[config.mk]
export PLATFORM = sky130hd
export DESIGN_NAME = bird_vertical
export DESIGN_NICKNAME = d
export VERILOG_FILES = /design/src/rtl/bird_pkg.sv /design/src/rtl/upcounter_rise.sv /design/src/rtl/bird_vertical.sv
export SDC_FILE = /design/constraint.sdc
export NUM_CORES = 1
export LEC_CHECK = 0
export BUFFER_PORTS_ARGS = -buffer_cell sky130_fd_sc_hd__clkbuf_2
export CORE_MARGIN = 10
export CORE_UTILIZATION = 60
export CTS_BUF_LIST = sky130_fd_sc_hd__clkbuf_2 sky130_fd_sc_hd__clkbuf_4 sky130_fd_sc_hd__clkbuf_8
export DETAILED_ROUTE_END_ITERATION = 8
export PLACE_DENSITY = 0.86
export SKIP_CTS_REPAIR_TIMING = 1
export SYNTH_ARGS = -nofsm -noshare
export SYNTH_HDL_FRONTEND = slang
export SYNTH_SLANG_ARGS = --single-unit
export TNS_END_PERCENT = 50
[constraint.sdc]
create_clock -name clk -period 2.7 [get_ports clk]
set_input_delay 0.27 -clock clk [delete_from_list [all_inputs] [get_ports clk]]
set_output_delay 0.27 -clock clk [all_outputs]
set_load 0.05 [all_outputs]
[src/rtl/bird_pkg.sv]
// Shared types and helpers for the bird vertical-motion controller.
package bird_pkg;

  typedef enum logic [1:0] {
    IDLE = 2'd0,
    RISE = 2'd1,
    FALL = 2'd2,
    DEAD = 2'd3
  } bird_state_t;

  // Row register width for a matrix of 'rows' rows (at least one bit).
  function automatic int row_width(input int rows);
    return (rows > 1) ? $clog2(rows) : 1;
  endfunction

endpackage

[src/rtl/upcounter_rise.sv]
// Rise-tick sub-counter: counts while en, ticks at PERIOD and wraps to 0 on that cycle.
module upcounter_rise #(
  parameter int WIDTH  = 12,
  parameter int PERIOD = 1500
) (
  input  logic clk,
  input  logic reset,
  input  logic clear,
  input  logic en,
  output logic tick
);

  localparam logic [WIDTH-1:0] LAST = WIDTH'(PERIOD);

  logic [WIDTH-1:0] count;

  assign tick = (count == LAST);

  // Count register; clear wins over counting.
  always_ff @(posedge clk) begin
    if (reset) begin
      count <= '0;
    end else if (clear) begin
      count <= '0;
    end else if (en) begin
      count <= tick ? '0 : count + WIDTH'(1);
    end else begin
      count <= count;
    end
  end

endmodule

[src/rtl/bird_vertical.sv]
// Bird vertical-motion controller: flap climbs via the rise counter, fall_tick drops.
// Optional feature macro: CEILING_KILL_EN (rise tick at row 0 kills the bird).
module bird_vertical
  import bird_pkg::*;
#(
  parameter int ROWS        = 16,
  parameter int START_ROW   = 8,
  parameter int RISE_PERIOD = 1500,
  parameter int RISE_STEPS  = 3,
  parameter int CNT_WIDTH   = 12
) (
  input  logic                        clk,
  input  logic                        reset,
  input  logic                        fall_tick,
  input  logic                        flap,
  input  logic                        enable,
  output logic [row_width(ROWS)-1:0]  row,
  output logic                        rising,
  output logic                        dead
);

  localparam int RW     = row_width(ROWS);
  localparam int STEP_W = $clog2(RISE_STEPS + 1);

  localparam logic [RW-1:0]     ROW_START = RW'(START_ROW);
  localparam logic [RW-1:0]     ROW_MAX   = RW'(ROWS - 1);
  localparam logic [RW-1:0]     ROW_TOP   = RW'(0);
  localparam logic [STEP_W-1:0] STEP_LAST = STEP_W'(RISE_STEPS);

  bird_state_t       state, state_next;
  logic [RW-1:0]     row_next;
  logic [STEP_W-1:0] steps, steps_next, steps_inc;
  logic              flap_q;
  logic              press;
  logic              rise_tick;
  logic              clear_cnt;

  // flap_q resets high so a key held through reset is not a press.
  assign press     = flap & ~flap_q;
  assign steps_inc = steps + STEP_W'(1);

  upcounter_rise #(
    .WIDTH  (CNT_WIDTH),
    .PERIOD (RISE_PERIOD)
  ) u_rise_cnt (
    .clk   (clk),
    .reset (reset),
    .clear (clear_cnt),
    .en    (enable && (state == RISE)),
    .tick  (rise_tick)
  );

  // State register.
  always_ff @(posedge clk) begin
    if (reset) begin
      state <= IDLE;
    end else begin
      state <= state_next;
    end
  end

  // Next state, row and step count; everything holds while enable is low.
  always_comb begin
    state_next = state;
    row_next   = row;
    steps_next = steps;
    clear_cnt  = 1'b0;
    if (enable) begin
      case (state)
        IDLE: begin
          row_next = ROW_START;
          if (press) begin
            state_next = RISE;
            steps_next = '0;
            clear_cnt  = 1'b1;
          end else begin
            state_next = IDLE;
          end
        end
        RISE: begin
          if (press) begin
            steps_next = '0;
            clear_cnt  = 1'b1;
          end else if (rise_tick) begin
`ifdef CEILING_KILL_EN
            if (row == ROW_TOP) begin
              state_next = DEAD;
            end else begin
              row_next   = row - RW'(1);
              steps_next = steps_inc;
              if (steps_inc == STEP_LAST) begin
                state_next = FALL;
              end else begin
                state_next = RISE;
              end
            end
`else
            // Saturate at the top row; the step still counts.
            if (row == ROW_TOP) begin
              row_next = row;
            end else begin
              row_next = row - RW'(1);
            end
            steps_next = steps_inc;
            if (steps_inc == STEP_LAST) begin
              state_next = FALL;
            end else begin
              state_next = RISE;
            end
`endif
          end else begin
            state_next = RISE;
          end
        end
        FALL: begin
          if (press) begin
            state_next = RISE;
            steps_next = '0;
            clear_cnt  = 1'b1;
          end else if (fall_tick) begin
            if (row == ROW_MAX) begin
              state_next = DEAD;
            end else begin
              row_next = row + RW'(1);
            end
          end else begin
            state_next = FALL;
          end
        end
        DEAD: begin
          state_next = DEAD;
        end
        default: begin
          state_next = IDLE;
        end
      endcase
    end else begin
      state_next = state;
    end
  end

  // Datapath and registered outputs, derived from the next state.
  always_ff @(posedge clk) begin
    if (reset) begin
      row    <= ROW_START;
      steps  <= '0;
      flap_q <= 1'b1;
      rising <= 1'b0;
      dead   <= 1'b0;
    end else begin
      row    <= row_next;
      steps  <= steps_next;
      flap_q <= flap;
      rising <= (state_next == RISE);
      dead   <= (state_next == DEAD);
    end
  end

endmodule

Word level (Yosys, flattened, before mapping)
Index checks and enable logic that the tools add are counted.

word-level totals
  input port bits = 5
  flip-flop bits (word level) = 23
  output and inout bits = 6

cells by class
  $add $sub $neg = 4
  multiplexer cells = 24
  bitwise gates (word level) = 2
  reductions and logical operators = 10
  equality and inequality tests = 16

operators with widths
  operator                                                                 count
  4-bit 2-to-1 mux                                                         6
  2-bit 2-to-1 mux                                                         10
  12-bit by 1-bit adder with 12-bit output, second input constant          1
  12-bit by 11-bit equality test with 1-bit output, second input constant  1
  12-bit 2-to-1 mux                                                        1
  4-bit case mux with 3 select lines                                       1
  2-bit inequality test, second input constant                             5
  2-bit equality test, second input constant                               4
  2-bit case mux with 4 select lines                                       1
  8-bit AND reduction                                                      1
  4-bit by 1-bit adder with 4-bit output, second input constant            1
  2-bit by 1-bit equality test with 1-bit output, second input constant    2
  4-bit equality test, second input constant                               1
  4-bit logical NOT                                                        1
  1-bit 2-to-1 mux                                                         4
  2-bit by 1-bit inequality test with 1-bit output, second input constant  2
  2-bit case mux with 2 select lines                                       1
  4-bit AND reduction                                                      1
  2-bit OR reduction                                                       2
  4-bit by 1-bit subtractor with 4-bit output, second input constant       1
  3-bit by 2-bit inequality test with 1-bit output, second input constant  1
  3-bit nonzero test                                                       1
  3-bit OR reduction                                                       1
  2-bit by 1-bit adder with 2-bit output, second input constant            1
  5 further kinds                                                          5

Logic depth before layout (Yosys ltp)
  depth in word-level cells = 8
  depth in mapped cells = 9

Modules after synthesis
From an unflattened synthesis, not the netlist that was laid out.

second synthesis, totals
  cell total of the unflattened synthesis = 150
  area total of the unflattened synthesis = 1338.8 um^2

modules (own cells, without submodules)
  module          sequential area each (um^2)  area each (um^2)  cells an instance  times used
  bird_vertical   220.2                        763.2             84                 1
  upcounter_rise  240.2                        575.6             66                 1

Worst setup path after synthesis
OpenSTA, ideal clock, no wires.

  kind = flip-flop to flip-flop
  from = register state[0]
  to = register row[3]
  library setup time = 123 ps
  path slack = 479 ps
  data arrival time = 2097 ps
  stages on the path, launching flop included = 10
  path through = dfxtp_1 -> inv_1 -> ha_1 -> inv_1 -> ha_1 -> a21o_1 -> a21oi_1 -> xnor2_1 -> or3b_2 -> o32a_2

on the way
  word-level cells in the longest chain between the ends = 3

ends and longest elaborated chain
  item                                                           RTL line              RTL
  from (decl)                                                    bird_vertical.sv:30   bird_state_t state, state_next;
  from (signal assigned)                                         bird_vertical.sv:58   state <= state_next;
  2-bit equality test, or another cell as far along              bird_vertical.sv:69   case (state)
  2-bit inequality test (no line), or another cell as far along  -
  8-bit AND reduction (no line)                                  -
  to (signal assigned)                                           bird_vertical.sv:151  row <= row_next;
  to (decl)                                                      bird_vertical.sv:17   output logic [row_width(ROWS)-1:0] row,

Several ways; a longest one is shown, not always the timed one.
A chain may end at the register's enable or synchronous reset.

Final worst setup path
Ends and elaborated chain as after synthesis.

==> flow_summary.ini <==
[outcome]
status = completed

[timing]
rsz0062_at_grt = false
fin_crit_ns = 2.47
worst_slack_ns = 0.227
finalCritPeriodShare_pct = 91.6
fin_tns_setup_ns = 0
slew_headroom_pct = 67.1
skew_ns = 0.00631
max_freq_mhz = 404
setup_viol = 0
drv_slew = 0
tightest_slew_ns = 0.489
finalHoldViolCount = 0

[floorplan]
core_area_sq_um = 2000
start_util_pct = 64.7
std_cell_rows = 16
boundaryPins = 11
die_area_sq_um = 4420
dieWidth_microns = 66.5
die_y_microns = 66.5

[place]
hpwl_microns = 1930
dp_cells = 184
pre_cts_slack_ns = 0.270
gp_congestion = 0.906
io_buffers = 10

[logic_synthesis]
synth-compound-area-share_pct = 13.8
syn_nets = 165
synthFlopType = dfxtp_1
synthMuxAreaShare_pct = 1.54
yosysSeqAreaShare_pct = 35.5
yosys_warnings = 0
synth-edff-count = 0
async_reset_ff_share_pct = 0
avgSynthCellArea_sq_um = 8.64
synthXorXnorAreaFrac_pct = 8.78
netlist_area_sq_um = 1300
ys_seq_elements = 23
postSynthCellCount = 150
synthAdderAreaFrac_pct = 10.2
yosys.area_share.simple_pct = 26.2
yosysUniqueCellTypes = 42
synth_top_family_by_area = simple AND/OR/NAND/NOR gates

[clocking]
cts_buffer_depth = 2
numCtsBuffers = 3
cts_num_sinks = 23
cts_root_buffer = clkbuf_4
clk_pin_slew_ns = 0.12
htreeDepth = 1
cts_tree = done
insertion_delay_ns = 0.30

[global_routing]
antenna_found_initial = 0
grt_util_all_layers_pct = 12.3
grt_pass1_wl_microns = 4440
grt_max_degree = 13
overflow = 0
grt_pass1_vias = 1106

[pwr]
combinationalPowerShare_pct = 16.1
p_total_w = 0.000619
sw_frac_of_total_pct = 27.0
ir_drop_v = 0.000343
internal_power_w = 0.000451
sequentialPowerShare_pct = 57.4
power_density_nw_per_um2 = 444
clockPowerShare_pct = 26.5
p_leak_nw = 0.543
power_switching_w = 0.000167

[worst_setup_path]
crit_arrival_ns = 2.67
crit_buf_inv = 2
endpoint_kind = flip-flop
crit_slowest_cell = or3b_2
cp.required_ns = 2.90
cp_top_family = compound AO/OA/AOI/OAI gates
cp_cell_sequence = inv_1, ha_1, inv_1, ha_1, a21o_1, a21oi_1, xnor2_1, or3b_2, o32a_2
cp-start-kind = flip-flop
path_class = flip-flop to flip-flop
cpPeakStageDelay_ns = 0.45
rrSetupSlack_ns = 0.23
critPathMaxFanout = 6

[drt]
via_count = 1074
via_per_inst = 5.71
first_pass_iters = 4
drtIter0Drc = 53
final_antenna_net_count = 0
avgRoutedWirePerCell_microns = 13.3
highest_layer = met4
wl_met3_microns = 131
met2_wirelength_microns = 1290
wl_met1_microns = 1050
drc = 0
routed_wl_microns = 2490

[job]
cap_violations = 0

[final_layout]
stdcell_count = 188
num-nets-final = 177
num-fill-cells = 166
diodes = 0
drive_above_1_share_pct = 15.5
fin_util_pct = 69.6
area_growth_pct = 7.43

[min_path]
min_path_type = primary input to flip-flop
-- registers in the layout (all words and copies together), names as in the netlist --
register	flops
state	2
dead	1
row	4
u_rise_cnt.count	12
flap_q	1
rising	1
steps	2
-- layout make-up --
cell class	instances	area (sq um)	share of cell area, %
Multi-Input combinational cell	115	785	56.3
Tap cell	27	33.8	2.43
Timing Repair Buffer	10	50.0	3.59
Clock buffer	4	30.0	2.16
Sequential cell	23	460	33.1
Inverter	9	33.8	2.43
-- worst reg2reg max path, stage by stage (launching register included) --
cell     delay (ns)
dfxtp_1        0.42
inv_1          0.11
ha_1           0.29
inv_1          0.16
ha_1           0.25
a21o_1         0.19
a21oi_1        0.19
xnor2_1        0.12
or3b_2         0.45
o32a_2         0.20
-- cell usage in the layout (no fill, tap or decap), drive strengths merged, types with 2 or more instances in the layout --
| cell type | Yosys | layout |
|---|---|---|
| or2 | 2 | 2 |
| nor3 | 4 | 4 |
| a21oi | 8 | 8 |
| nand2b | 4 | 4 |
| xor2 | 8 | 8 |
| ha | 9 | 9 |
| clkbuf | 1 | 14 |
| nand3 | 7 | 7 |
| nor2 | 19 | 19 |
| nand2 | 15 | 15 |
| inv | 9 | 9 |
| nand4 | 3 | 3 |
| dfxtp | 23 | 23 |
| nor4 | 2 | 2 |
| o21ai | 3 | 3 |
| and2b | 2 | 2 |
| mux2i | 2 | 2 |
| xnor2 | 5 | 5 |
| o221ai | 2 | 2 |
| a21boi | 2 | 2 |
| and3 | 2 | 2 |
-- per-stage QoR --
stage / hold WS (ns) / area [sq um]
floorplan: 0.377 / 1300
global placement: 0.466 / 1360
detailed placement: 0.490 / 1360
CTS: 0.182 / 1390
global route: 0.184 / 1390
finish: 0.190 / 1390
-- metal layers --
layer | GRT usage, % | vias up
met1 | 13.1 | 514
met4 | 6.54 | 0
met3 | 2.84 | 2
li1 | - | 533
met2 | 22.0 | 25
met5 | 0 | -
-- synthesized netlist by cell type, types with 2 or more instances --
| master | instances | area (sq um) |
|---|---|---|
| dfxtp_1 | 23 | 460 |
| nor2_1 | 19 | 71.3 |
| nand2_1 | 15 | 56.3 |
| ha_1 | 9 | 113 |
| inv_1 | 9 | 33.8 |
| xor2_1 | 8 | 70.1 |
| a21oi_1 | 7 | 35.0 |
| nand3_1 | 7 | 35.0 |
| xnor2_1 | 5 | 43.8 |
| nand2b_1 | 4 | 25.0 |
| nor3_1 | 4 | 20.0 |
| nand4_1 | 3 | 18.8 |
| and2b_2 | 2 | 17.5 |
| and3_1 | 2 | 12.5 |
| mux2i_1 | 2 | 20.0 |
| nor4_1 | 2 | 12.5 |
| o21ai_0 | 2 | 10.0 |
| o221ai_1 | 2 | 17.5 |
| or2_2 | 2 | 12.5 |
-- power by group through the flow --
| stage | Sequential [W] | Clock [W] | Combinational [W] |
|---|---|---|---|
| 3_3_place_gp | 0.000362 | 0 | 0.0000956 |
| 6_report | 0.000355 | 0.000164 | 0.0000994 |
| 5_1_grt | 0.000357 | 0.000184 | 0.000110 |
| 4_1_cts | 0.000355 | 0.000170 | 0.0000997 |
| 3_5_place_dp | 0.000363 | 0 | 0.0000989 |
| 2_1_floorplan | 0.000376 | 0 | 0.0000639 |
-- cells by family (layout without fill, tap and decap cells) --
kind of cell    count (synthesis)  after routing
simple gates                   67             67
compound gates                 23             23
flops                          23             23
xor+xnor                       13             13
buf+inv                        12             23
fa+ha+maj                      10             10
mux                             2              2
-- worst paths after layout --
check | start | to | cells past startpoint
setup / recovery | state[0] | row[3] | 9
hold / removal | flap | flap_q | 2
setup reg to reg | state[0] | row[3] | 9
hold reg to reg | steps[0] | steps[0] | 2
Power figures use the tool's default switching activity.
